**src/rtl/hdmi_pkg.sv**
```systemverilog
// hdmi_pkg: definitions shared by the pixel feeder and its FIFO.
//   RGB_W              - width of one RGB888 pixel {R,G,B}
//   BLANK_RGB_DEFAULT  - pixel value shown when nothing valid can be shown
//   feeder_state_t     - frame alignment states of rgb_stream_feeder
//   fifo_entry_t       - one buffered pixel: {sof, data}
package hdmi_pkg;

  localparam int RGB_W = 24;

  localparam logic [RGB_W-1:0] BLANK_RGB_DEFAULT = 24'h000000;

  typedef enum logic [1:0] {
    WAIT_SOF = 2'd0,
    ARMED    = 2'd1,
    RUN      = 2'd2
  } feeder_state_t;

  typedef struct packed {
    logic             sof;
    logic [RGB_W-1:0] data;
  } fifo_entry_t;

endpackage

```
**src/rtl/sync_fifo.sv**
```systemverilog
// sync_fifo: single-clock FIFO with a combinational head (first-word
// fall-through), so an entry written at edge N can be popped at edge N+1.
// Ports:
//   clk_i    - clock
//   rst_i    - asynchronous active-high reset (empties the FIFO)
//   push_i   - write wdata_i; ignored while full, even if popping that cycle
//   wdata_i  - entry to write
//   pop_i    - remove the head entry; ignored while empty
//   full_o   - DEPTH entries stored
//   empty_o  - no entries stored
//   head_o   - oldest stored entry (undefined while empty)
module sync_fifo #(
  parameter int WIDTH = 25,
  parameter int DEPTH = 16
) (
  input  logic             clk_i,
  input  logic             rst_i,
  input  logic             push_i,
  input  logic [WIDTH-1:0] wdata_i,
  input  logic             pop_i,
  output logic             full_o,
  output logic             empty_o,
  output logic [WIDTH-1:0] head_o
);

  localparam int AW = $clog2(DEPTH);
  localparam logic [AW:0]   FULL_CNT = DEPTH[AW:0];
  localparam logic [AW:0]   CNT_ONE  = {{AW{1'b0}}, 1'b1};
  localparam logic [AW-1:0] PTR_ONE  = {{(AW-1){1'b0}}, 1'b1};

  logic [WIDTH-1:0] mem_q [DEPTH];
  logic [AW-1:0]    wr_ptr_q;
  logic [AW-1:0]    rd_ptr_q;
  logic [AW:0]      count_q;
  logic             do_push;
  logic             do_pop;

  assign full_o  = (count_q == FULL_CNT);
  assign empty_o = (count_q == '0);
  assign do_push = push_i & ~full_o;
  assign do_pop  = pop_i & ~empty_o;

  // Head is read combinationally: the consumer decides to pop based on it
  // in the same cycle.
  assign head_o = mem_q[rd_ptr_q];

  // Storage carries no reset; only the pointers define what is valid.
  always_ff @(posedge clk_i) begin
    if (do_push) begin
      mem_q[wr_ptr_q] <= wdata_i;
    end
  end

  // Pointers are AW bits wide so they wrap modulo DEPTH on their own.
  always_ff @(posedge clk_i or posedge rst_i) begin
    if (rst_i) begin
      wr_ptr_q <= '0;
      rd_ptr_q <= '0;
      count_q  <= '0;
    end else begin
      if (do_push) begin
        wr_ptr_q <= wr_ptr_q + PTR_ONE;
      end
      if (do_pop) begin
        rd_ptr_q <= rd_ptr_q + PTR_ONE;
      end
      case ({do_push, do_pop})
        2'b10:   count_q <= count_q + CNT_ONE;
        2'b01:   count_q <= count_q - CNT_ONE;
        default: count_q <= count_q;
      endcase
    end
  end

endmodule

```
**src/rtl/rgb_stream_feeder.sv**
```systemverilog
// rgb_stream_feeder: buffers an upstream valid/ready RGB888 stream with
// start-of-frame markers and hands out one pixel per pixel_de request,
// aligning each buffered frame to the timing generator's pixel_start_flag.
// Ports:
//   clkin            - pixel clock
//   rstin            - asynchronous active-high reset
//   s_data/s_sof     - upstream pixel and its first-of-frame marker
//   s_valid/s_ready  - upstream handshake
//   pixel_start_flag - one-cycle frame start pulse from the timing generator
//   pixel_de         - active-video pixel request
//   rgb_data         - registered pixel, one cycle after pixel_de
//   frame_err        - one-cycle pulse on short/long upstream frame
//   underflow_cnt    - saturating count of requests made while empty in RUN
module rgb_stream_feeder
  import hdmi_pkg::*;
#(
  parameter int               DEPTH     = 16,
  parameter logic [RGB_W-1:0] BLANK_RGB = BLANK_RGB_DEFAULT
) (
  input  logic             clkin,
  input  logic             rstin,
  input  logic [RGB_W-1:0] s_data,
  input  logic             s_sof,
  input  logic             s_valid,
  output logic             s_ready,
  input  logic             pixel_start_flag,
  input  logic             pixel_de,
  output logic [RGB_W-1:0] rgb_data,
  output logic             frame_err,
  output logic [15:0]      underflow_cnt
);

  fifo_entry_t   wr_entry;
  fifo_entry_t   head;
  logic          fifo_full;
  logic          fifo_empty;
  logic          push;
  logic          pop;

  feeder_state_t    state_q, state_d;
  logic             sof_pend_q, sof_pend_d;
  logic [RGB_W-1:0] rgb_q, rgb_d;
  logic             rgb_load;
  logic             err_q, err_d;
  logic [15:0]      ucnt_q;
  logic             uf_inc;

  logic head_is_sof;
  logic head_is_data;
  logic start_ok;

  assign s_ready  = ~fifo_full & ~rstin;
  assign push     = s_valid & s_ready;
  assign wr_entry = '{sof: s_sof, data: s_data};

  sync_fifo #(
    .WIDTH ($bits(fifo_entry_t)),
    .DEPTH (DEPTH)
  ) u_fifo (
    .clk_i   (clkin),
    .rst_i   (rstin),
    .push_i  (push),
    .wdata_i (wr_entry),
    .pop_i   (pop),
    .full_o  (fifo_full),
    .empty_o (fifo_empty),
    .head_o  (head)
  );

  assign head_is_sof  = ~fifo_empty & head.sof;
  assign head_is_data = ~fifo_empty & ~head.sof;

  // In RUN a SOF head may only be consumed once the frame start has been
  // seen: either in this very cycle or remembered from an earlier flag.
  assign start_ok = sof_pend_q | pixel_start_flag;

  always_comb begin
    state_d    = state_q;
    sof_pend_d = sof_pend_q;
    pop        = 1'b0;
    rgb_load   = 1'b0;
    rgb_d      = BLANK_RGB;
    err_d      = 1'b0;
    uf_inc     = 1'b0;

    case (state_q)
      WAIT_SOF: begin
        // Drop everything up to the next frame start; start flag ignored.
        if (head_is_data) begin
          pop = 1'b1;
        end else if (head_is_sof) begin
          state_d = ARMED;
        end
        rgb_load = pixel_de;
      end

      ARMED: begin
        if (pixel_start_flag) begin
          state_d = RUN;
          if (pixel_de) begin
            pop        = 1'b1;
            rgb_load   = 1'b1;
            rgb_d      = head.data;
            sof_pend_d = 1'b0;
          end else begin
            sof_pend_d = 1'b1;
          end
        end else begin
          rgb_load = pixel_de;
        end
      end

      RUN: begin
        if (pixel_start_flag && !head_is_sof) begin
          // Timing generator started a new frame before upstream did: the
          // upstream frame is long. Resynchronise on the next SOF.
          err_d      = 1'b1;
          state_d    = WAIT_SOF;
          sof_pend_d = 1'b0;
          rgb_load   = pixel_de;
        end else if (pixel_de) begin
          rgb_load = 1'b1;
          if (fifo_empty) begin
            uf_inc = 1'b1;
          end else if (head.sof && !start_ok) begin
            // Next frame arrived before this one was fully displayed.
            err_d   = 1'b1;
            state_d = ARMED;
          end else begin
            pop        = 1'b1;
            rgb_d      = head.data;
            sof_pend_d = 1'b0;
          end
        end else if (pixel_start_flag) begin
          sof_pend_d = 1'b1;
        end
      end

      default: begin
        state_d    = WAIT_SOF;
        sof_pend_d = 1'b0;
      end
    endcase
  end

  always_ff @(posedge clkin or posedge rstin) begin
    if (rstin) begin
      state_q    <= WAIT_SOF;
      sof_pend_q <= 1'b0;
      rgb_q      <= '0;
      err_q      <= 1'b0;
      ucnt_q     <= '0;
    end else begin
      state_q    <= state_d;
      sof_pend_q <= sof_pend_d;
      err_q      <= err_d;
      if (rgb_load) begin
        rgb_q <= rgb_d;
      end
      if (uf_inc && (ucnt_q != 16'hFFFF)) begin
        ucnt_q <= ucnt_q + 16'd1;
      end
    end
  end

  assign rgb_data      = rgb_q;
  assign frame_err     = err_q;
  assign underflow_cnt = ucnt_q;

endmodule

```
**config.mk**
```make
export PLATFORM = sky130hd
export DESIGN_NAME = rgb_stream_feeder
export DESIGN_NICKNAME = d
export VERILOG_FILES = /design/src/rtl/hdmi_pkg.sv /design/src/rtl/sync_fifo.sv /design/src/rtl/rgb_stream_feeder.sv
export SDC_FILE = /design/constraint.sdc
export NUM_CORES = 1
export LEC_CHECK = 0
export ABC_CLOCK_PERIOD_IN_PS = 7760
export CAP_MARGIN = 20
export CORE_AREA = 2 2 184 186
export DETAILED_ROUTE_END_ITERATION = 12
export DIE_AREA = 0 0 186 188
export PLACE_DENSITY = 0.73
export SLEW_MARGIN = 20
export SYNTH_ARGS = -nofsm -noshare
export SYNTH_HDL_FRONTEND = slang
export SYNTH_SLANG_ARGS = --single-unit
```
**constraint.sdc**
```tcl
create_clock -name clkin -period 7.76 [get_ports clkin]
set_input_delay 0.776 -clock clkin [delete_from_list [all_inputs] [get_ports clkin]]
set_output_delay 0.776 -clock clkin [all_outputs]
set_load 0.05 [all_outputs]
```
==> results.py, run 1 <==
metrics = {
    "run": {
        "drv_cap": 0,
    },
    "placed_design": {
        "dpl.hpwl_um": 19420,
        "post_dp_cell_area_um2": 19270,
        "numPortBuffers": 71,
        "gp_congestion": 0.8047,
    },
    "cells_and_area": {
        "nets": 1033,
        "layout_commonest_cell": "edfxtp_1",
        "num_antenna_cells": 0,
        "final_area_um2": 20750,
        "layout_common_cells": "400 x edfxtp_1, 120 x mux4_2, 71 x clkdlybuf4s50_1",
        "syn2layout_area_growth_pct": 15.52,
        "drive_gt1_frac": 0.2234,
    },
    "critical_path": {
        "start_kind": "flip-flop",
        "worst-setup-path-type": "reg -> reg",
        "worstPathRequired_ns": 8.17,
        "cp_data_arrival_time_ns": 4.28,
        "worstSetupEndpointType": "flip-flop",
        "path_max_fanout": 33,
    },
    "floorplan": {
        "coreArea_um2": 33110,
        "start_util": 0.5424,
        "die_height_um": 188,
        "die_w_um": 186,
        "rows": 67,
        "die_area_um2": 34970,
        "io_pins": 72,
    },
    "drt": {
        "postRouteAntennaNets": 0,
        "via_per_inst": 5.845,
        "vias": 8610,
        "wirelength_um": 35640,
        "drtIter0Drc": 680,
        "wl_per_cell_um": 24.20,
        "dr.pass1.iters": 5,
        "drc_errors": 0,
    },
    "synth": {
        "synth.distinct_cells": 47,
        "ys_ff_latch": 457,
        "ys.flop_type": "edfxtp_1",
        "yosysSeqAreaShare": 0.7482,
        "yosys_warnings": 0,
        "synthArstFlopShare": 0.1247,
        "synth_area_per_cell_um2": 20.25,
        "synth_edf_count": 400,
        "synthCells": 887,
        "syn_area_um2": 17960,
        "synth_nets": 932,
    },
    "clock_tree": {
        "cts_resized": 0,
        "ctsRootBufferMaster": "clkbuf_16",
        "cts_tree": "yes",
        "cts_buffers": 46,
        "postCtsSetupRepairBufs": 0,
        "numClockSinks": 457,
        "clk_latency_ns": 0.54,
        "ctsHoldBuffers": 0,
        "clk_path_buf_depth": 3,
        "cts.clk_slew.worst_paths_ns": 0.06,
        "htreeDepth": 2,
    },
    "sta": {
        "rsz0062_at_grt": "no",
        "finalHoldViolations": 0,
        "max_freq_ghz": 0.2582,
        "slew_viol_final": 0,
        "timing.setup.tns_ns": 0,
        "finClkSkew_ns": 0.01314,
        "maxSlewHeadroom": 0.2837,
        "period_needed_ns": 3.873,
        "worst_pin_slew_ns": 1.074,
        "setup_violations": 0,
        "finalCritPeriodShare": 0.4991,
    },
    "min_path": {
        "hold_path.class": "reg -> reg",
    },
    "grt": {
        "grt_max_degree": 58,
        "grt_pass1_vias": 8877,
        "antenna_found_initial": 0,
        "grtUsageTotal": 0.2115,
        "grt_remaining_overflow": 0,
        "grt_pass1_wl_um": 54430,
    },
    "run_status": {
        "status": "completed",
    },
    "power_and_ir_drop": {
        "ir_drop_uv": 189.5,
        "pwr_density_cell_nw_per_um2": 343.8,
        "p_leak_uw": 0.006987,
    },
}
## area by class of cell
type                    instances  area, um2
repair buffers                 93      888.4
clock buffers                  63       1296
inverters                      42      158.9
flip-flops and latches        457      13450
fillers                      2232      12370
well taps                     448      560.5
clock inverters                22      155.1
multi-input cells             348       4242
## through the flow
| stage | util | hold slack (ns) | std cells | worst slack (ns) | total power (uW) |
|---|---|---|---|---|---|
| 4_1_cts | 0.6259 | 0.4849 | 1472 | 3.720 | 7189 |
| 6_report | 0.6266 | 0.4814 | 1473 | 3.887 | 7132 |
| 3_3_place_gp | 0.5821 | 0.4656 | 1387 | 3.749 | 5051 |
| 2_1_floorplan | - | 0.4563 | 887 | 2.705 | 4578 |
| 5_1_grt | 0.6266 | 0.5086 | 1473 | 3.583 | 7443 |
| 3_5_place_dp | 0.5821 | 0.4733 | 1387 | 3.515 | 5088 |
## power breakdown
part	internal, uW	switching (uW)
sequential	2870	247
clock	1230	874
combinational	966	945
total	5070	2070
## critical path, stage by stage, from the launching register on
cell	delay (ns)
dfrtp_2	1.08
mux2i_1	0.33
a221oi_1	0.12
nand2b_1	0.20
a31oi_1	0.12
o32ai_2	0.44
ha_1	0.32
inv_1	0.10
fa_1	0.40
inv_1	0.07
a21o_1	0.10
a21oi_1	0.07
xnor2_1	0.16
nor2_1	0.07
xor2_1	0.15
## per-layer routing
metal	vias to the layer above	global-route usage	routed length, um
met2	285	0.3570	18440
met4	0	0.05663	843
met1	4500	0.2925	14560
li1	3767	-	-
met3	58	0.03010	1798
met5	-	0	0
## cell usage after synthesis (8+ instances only)
cell      count  share of area
inv_1        41         0.0086
mux4_2      120           0.15
o21ai_0      12         0.0033
dfrtp_1      57          0.079
nor2_1       18         0.0038
buf_2        14         0.0039
xor2_1        8         0.0039
a21oi_1       9         0.0025
ha_1         14         0.0098
mux2i_1      12         0.0067
xnor2_1      15         0.0073
edfxtp_1    400           0.67
clkbuf_1     17         0.0036
nand2_1      49          0.010
o21ai_1      21         0.0059
## cell families after synthesis
kind of cell,after synthesis,synth area share
adder cells (fa/ha/maj),15,0.01087
flip-flops,457,0.7482
AND/OR/NAND/NOR,113,0.02975
buffers and inverters,82,0.01979
XOR/XNOR,23,0.01122
multiplexers,134,0.1584
AO/OA/AOI/OAI,63,0.02174
## sequential cells by signal (all words and copies together) (netlist names)
register,cells
u_fifo.wr_ptr_q,4
u_fifo.rd_ptr_q,4
rgb_data,24
state_q,2
sof_pend_q,1
u_fifo.mem_q,400
underflow_cnt,16
u_fifo.count_q,5
frame_err,1
## worst paths after layout
check	depth (start not counted)	start	end	slack, ns
worst min-delay path	2	rgb_data[3]$_DFFE_PP0P_	rgb_data[3]$_DFFE_PP0P_	0.48
max in group asynchronous	3	rstin	u_fifo.rd_ptr_q[0]$_DFFE_PP0P_	6.30
worst max-delay path	14	u_fifo.rd_ptr_q[2]$_DFFE_PP0P_	u_fifo.count_q[4]$_DFFE_PP0P_	3.89
min in group asynchronous	3	rstin	state_q[0]$_DFFE_PP0P_	0.85
worst min register to register	2	rgb_data[3]$_DFFE_PP0P_	rgb_data[3]$_DFFE_PP0P_	0.48
worst max register to register	14	u_fifo.rd_ptr_q[2]$_DFFE_PP0P_	u_fifo.count_q[4]$_DFFE_PP0P_	3.89
Power figures use the tool's default switching activity.
==> inputs of run 2 (changes only) <==
ABC_CLOCK_PERIOD_IN_PS = 3800   (was 7760)
clock period = 3.8 ns   (was 7.76 ns; I/O delays follow)
==> run 2 against run 1 <==
- clock power grew 110%
- highest routed layer is now met5
- cell count grew 1.1%
- count of clock-buffer cells in the layout shrank 1
- critical endpoint unchanged
- sequential cell count is the same
- design area grew 1.1%
==> results.py, run 2 (synthesis results as in run 1) <==
metrics = {
    "run_status": {
        "status": "completed",
    },
    "critical_path": {
        "crit_path_frequent_cell": "inv_1",
        "crit_buf_inv": 4,
        "r2r-start": "state_q[0]$_DFFE_PP0P_",
        "r2r_cells": 16,
        "crit_start": "state_q[0]$_DFFE_PP0P_",
        "path_max_fanout": 6,
        "start_kind": "flip-flop",
        "slowest_delay_ns": 0.41,
        "cp.depth": 16,
        "worstSetupEndpointType": "flip-flop",
        "cp_data_arrival_time_ns": 3.80,
        "cpLargestDelayFamily": "compound AO/OA/AOI/OAI gates",
        "worst-setup-path-type": "reg -> reg",
        "worstPathRequired_ns": 4.23,
        "path_cells": "inv_1, ha_1, inv_1, or2_1, a2111oi_0, a221oi_1, o32ai_2, ha_1, inv_1, fa_1, inv_1, a21o_1, a21oi_1, xnor2_1, nor2_1, xor2_1",
        "critPathSlowestCell": "dfrtp_1",
    },
    "clock_tree": {
        "cts_buffers": 46,
        "postCtsSetupRepairBufs": 0,
        "clk_latency_ns": 0.55,
        "ctsHoldBuffers": 0,
        "cts_resized": 0,
        "ctsRootBufferMaster": "clkbuf_16",
        "htreeDepth": 2,
        "cts.clk_slew.worst_paths_ns": 0.06,
        "clk_path_buf_depth": 3,
        "numClockSinks": 457,
        "cts_tree": "yes",
    },
    "grt": {
        "grtUsageTotal": 0.2191,
        "grt_max_degree": 55,
        "antenna_found_initial": 3,
        "grt_pass1_wl_um": 55930,
        "grt_remaining_overflow": 0,
        "grt_pass1_vias": 9130,
    },
    "drt": {
        "wirelength_um": 36680,
        "drtIter0Drc": 850,
        "vias": 8812,
        "wl_per_cell_um": 24.63,
        "via_per_inst": 5.918,
        "drc_errors": 0,
        "dr.pass1.iters": 5,
        "postRouteAntennaNets": 0,
    },
    "power_and_ir_drop": {
        "cellInternalPower_uw": 10440,
        "power_frac_clock": 0.298,
        "pwr_density_cell_nw_per_um2": 703.3,
        "power_uw": 14750,
        "seqPwrFrac": 0.416,
        "ir_drop_uv": 474.9,
        "p_leak_uw": 0.007107,
        "power.switching_uw": 4313,
        "power_frac_comb": 0.286,
        "swShare": 0.2924,
    },
    "placed_design": {
        "post_dp_cell_area_um2": 19490,
        "gp_congestion": 0.8028,
        "dpl.hpwl_um": 20700,
        "dpl_worst_slack_ns": 0.3845,
        "numPortBuffers": 71,
    },
    "floorplan": {
        "die_area_um2": 34970,
        "coreArea_um2": 33110,
        "start_util": 0.5424,
        "rows": 67,
        "die_height_um": 188,
        "io_pins": 72,
        "die_w_um": 186,
    },
    "cells_and_area": {
        "largest_reg_flops": 400,
        "nets": 1049,
        "syn2layout_area_growth_pct": 16.78,
        "drive_gt1_frac": 0.2375,
        "layout_common_cells": "400 x edfxtp_1, 120 x mux4_2, 71 x clkdlybuf4s50_1",
        "fillerInstances": 2203,
        "layout_commonest_cell": "edfxtp_1",
        "largest_register": "u_fifo.mem_q",
        "final_area_um2": 20970,
    },
    "sta": {
        "setup_violations": 0,
        "period_needed_ns": 3.372,
        "max_freq_ghz": 0.2965,
        "worst_pin_slew_ns": 0.8541,
        "finalHoldViolations": 0,
        "rsz0062_at_grt": "no",
        "finalCritPeriodShare": 0.8875,
        "hold_ws_ns": 0.3608,
        "timing.setup.tns_ns": 0,
        "slew_viol_final": 0,
        "maxSlewHeadroom": 0.4306,
        "fin_ws_ns": 0.4276,
        "finClkSkew_ns": 0.01553,
    },
    "min_path": {
        "hold_path.class": "in -> async",
    },
    "run": {
        "drv_cap": 0,
    },
}
==> run 2: changes by cell type in the layout (fill, tap and decap cells not counted) <==
| cell | delta |
|---|---|
| clkinvlp_4 | +1 |
| clkbuf_8 | -1 |
| clkinv_2 | +1 |
| buf_4 | +12 |
| diode_2 | +1 |
| nor3_4 | +4 |
| buf_12 | +4 |
| nor3_2 | -4 |
| clkinv_1 | -3 |
| clkinv_4 | -1 |
| bufinv_16 | +1 |
| inv_16 | +1 |
==> run 2: layout make-up <==
class                           instances  area [um2]  share of cell area
Sequential cell                       457       13450              0.6411
Multi-Input combinational cell        348        4267              0.2034
Clock buffer                           62        1282             0.06115
Timing Repair Buffer                  109        1059             0.05047
Tap cell                              448       560.5             0.02673
Clock inverter                         22       197.7            0.009426
Inverter                               42       158.9            0.007576
Antenna cell                            1       2.502           0.0001193
==> run 2: metal layers <==
| metal | wire length, um | track usage | vias to the layer above |
|---|---|---|---|
| li1 | - | - | 3795 |
| met1 | 15380 | 0.3149 | 4642 |
| met2 | 18280 | 0.3543 | 312 |
| met3 | 2233 | 0.03632 | 61 |
| met4 | 769 | 0.05784 | 2 |
| met5 | 12 | 0 | - |
==> run 2: power groups by stage <==
stage          registers, uW  clock network, uW  logic (uW)
2_1_floorplan           6340                  0        3010
3_3_place_gp            6210                  0        4220
3_5_place_dp            6220                  0        4260
4_1_cts                 6130               4480        4290
5_1_grt                 6170               4680        4570
6_report                6130               4400        4220
==> run 2: stage by stage <==
step / util / std cells
3_5_place_dp: 0.5886 / 1404
4_1_cts: 0.6333 / 1488
6_report: 0.6334 / 1489
3_3_place_gp: 0.5886 / 1404
5_1_grt: 0.6334 / 1489
2_1_floorplan: - / 887
==> run 2: final timing paths <==
kind / slack (ns) / endpoint
setup / recovery: 0.43 / u_fifo.count_q[4]$_DFFE_PP0P_
setup reg to reg: 0.43 / u_fifo.count_q[4]$_DFFE_PP0P_
min in group clkin: 0.49 / u_fifo.count_q[4]$_DFFE_PP0P_
max in group asynchronous: 2.64 / rgb_data[11]$_DFFE_PP0P_
hold reg to reg: 0.49 / u_fifo.count_q[4]$_DFFE_PP0P_
hold / removal: 0.36 / state_q[0]$_DFFE_PP0P_
==> inputs of run 3 (changes only) <==
ABC_CLOCK_PERIOD_IN_PS = 4050   (was 3800)
clock period = 4.05 ns   (was 3.8 ns; I/O delays follow)
==> run 3 against run 2 <==
- cell count up 0.13%
- clock power down 10%
- combinational power down 6.9%
==> results.py, run 3 (synthesis results as in run 1) <==
metrics = {
    "sta": {
        "finalHoldViolations": 0,
        "max_freq_ghz": 0.2785,
        "slew_viol_final": 0,
        "rsz0062_at_grt": "no",
        "finClkSkew_ns": 0.03669,
        "hold_ws_ns": 0.3559,
        "setup_violations": 0,
        "period_needed_ns": 3.591,
        "worst_pin_slew_ns": 0.8043,
        "maxSlewHeadroom": 0.4638,
        "finalCritPeriodShare": 0.8867,
    },
    "placed_design": {
        "gp_congestion": 0.7629,
        "dp_cells": 1407,
        "numPortBuffers": 71,
        "dpl.hpwl_um": 21130,
    },
    "drt": {
        "vias": 8740,
        "drtIter0Drc": 728,
        "drc_errors": 0,
        "wirelength_um": 36280,
        "postRouteAntennaNets": 0,
        "via_per_inst": 5.862,
        "dr.pass1.iters": 5,
        "wl_per_cell_um": 24.33,
    },
    "clock_tree": {
        "htreeDepth": 2,
        "numClockSinks": 457,
        "cts_resized": 0,
        "ctsHoldBuffers": 0,
        "postCtsSetupRepairBufs": 0,
        "cts_tree": "yes",
        "cts.clk_slew.worst_paths_ns": 0.06,
        "clk_path_buf_depth": 3,
        "ctsRootBufferMaster": "clkbuf_16",
        "clk_latency_ns": 0.57,
        "cts_buffers": 45,
    },
    "floorplan": {
        "rows": 67,
        "coreArea_um2": 33110,
        "die_height_um": 188,
        "start_util": 0.5424,
        "die_w_um": 186,
        "die_area_um2": 34970,
        "io_pins": 72,
    },
    "power_and_ir_drop": {
        "pwr_density_cell_nw_per_um2": 654.9,
        "p_leak_uw": 0.007066,
        "ir_drop_uv": 454.7,
        "power_uw": 13670,
    },
    "cells_and_area": {
        "num_antenna_cells": 0,
        "layout_common_cells": "400 x edfxtp_1, 120 x mux4_2, 71 x clkdlybuf4s50_1",
        "nets": 1051,
        "layout_commonest_cell": "edfxtp_1",
        "syn2layout_area_growth_pct": 16.23,
        "fin_util": 0.6304,
        "drive_gt1_frac": 0.2387,
        "largest_register": "u_fifo.mem_q",
        "largest_reg_flops": 400,
        "fin_cells": 1491,
    },
    "grt": {
        "antenna_found_initial": 1,
        "grt_pass1_wl_um": 55560,
        "grtUsageTotal": 0.2177,
        "grt_remaining_overflow": 0,
        "grt_pass1_vias": 9071,
        "grt_max_degree": 54,
    },
    "critical_path": {
        "cp-endpoint": "u_fifo.count_q[4]$_DFFE_PP0P_",
        "r2r_slack_ns": 0.46,
        "cp.depth": 16,
        "cpLargestDelayFamily": "compound AO/OA/AOI/OAI gates",
        "regToRegEndpoint": "u_fifo.count_q[4]$_DFFE_PP0P_",
        "start_kind": "flip-flop",
        "crit_path_frequent_cell": "inv_1",
        "r2r_cells": 16,
        "path_cells": "inv_1, ha_1, inv_1, or2_1, a2111oi_0, a221oi_1, o32ai_2, ha_1, inv_1, fa_1, inv_1, a21o_1, a21oi_1, xnor2_1, nor2_1, xor2_1",
        "slowest_delay_ns": 0.43,
        "worst-setup-path-type": "reg -> reg",
        "crit_start": "state_q[0]$_DFFE_PP0P_",
        "r2r-start": "state_q[0]$_DFFE_PP0P_",
        "worstPathRequired_ns": 4.50,
        "crit_buf_inv": 4,
        "cp_data_arrival_time_ns": 4.04,
        "path_max_fanout": 6,
        "worstSetupEndpointType": "flip-flop",
        "critPathSlowestCell": "a2111oi_0",
    },
    "min_path": {
        "hold_path.class": "in -> async",
    },
    "run_status": {
        "status": "completed",
    },
    "run": {
        "drv_cap": 0,
    },
}
run 3: cell count changes in the layout (fill, tap and decap cells not counted), moves of 2 or more:
cell        change
buf_12          -4
clkinvlp_4      +3
clkbuf_8        -4
buf_4           +7
clkbuf_1        +2
clkbuf_16       -2
run 3: metrics by stage:
step	area (um2)	setup TNS, ns	setup slack, ns
2_1_floorplan	17980	-70.83	-0.7084
3_3_place_gp	19460	0	0.4402
3_5_place_dp	19460	0	0.2834
4_1_cts	20870	0	0.4629
5_1_grt	20870	0	0.04825
6_report	20870	0	0.4588
run 3: worst min-delay path by stage:
stage,from,end,slack [ns],cells after the start
global placement,rgb_data[20]$_DFFE_PP0P_,rgb_data[20]$_DFFE_PP0P_,0.47,2
global route,rstin,rgb_data[18]$_DFFE_PP0P_,0.44,2
detailed placement,rgb_data[19]$_DFFE_PP0P_,rgb_data[19]$_DFFE_PP0P_,0.48,2
floorplan,u_fifo.count_q[4]$_DFFE_PP0P_,u_fifo.count_q[4]$_DFFE_PP0P_,0.46,1
finish,rstin,rgb_data[17]$_DFFE_PP0P_,0.36,2
CTS,rstin,rgb_data[18]$_DFFE_PP0P_,0.40,2
run 3: per-layer routing:
metal,share of wire,vias up,track usage
met2,0.50,295,0.3550
li1,-,3800,-
met5,0.00030,-,0
met3,0.056,61,0.03593
met4,0.022,2,0.05845
met1,0.43,4582,0.3098
run 3: area by class of cell:
class	count	area (um2)
Clock buffer	58	1185
Clock inverter	26	226.5
Fill cell	2215	12240
Inverter	42	157.7
Multi-Input combinational cell	348	4267
Sequential cell	457	13450
Tap cell	448	560.5
Timing Repair Buffer	112	1031
run 3: where the power goes:
| part | internal, uW | leakage, uW | total [uW] | switching (uW) |
|---|---|---|---|---|
| sequential | 5500 | 0.00436 | 5780 | 282 |
| combinational | 1870 | 0.00202 | 3930 | 2060 |
| clock | 2220 | 0.000683 | 3960 | 1740 |
| total | 9580 | 0.00707 | 13700 | 4080 |
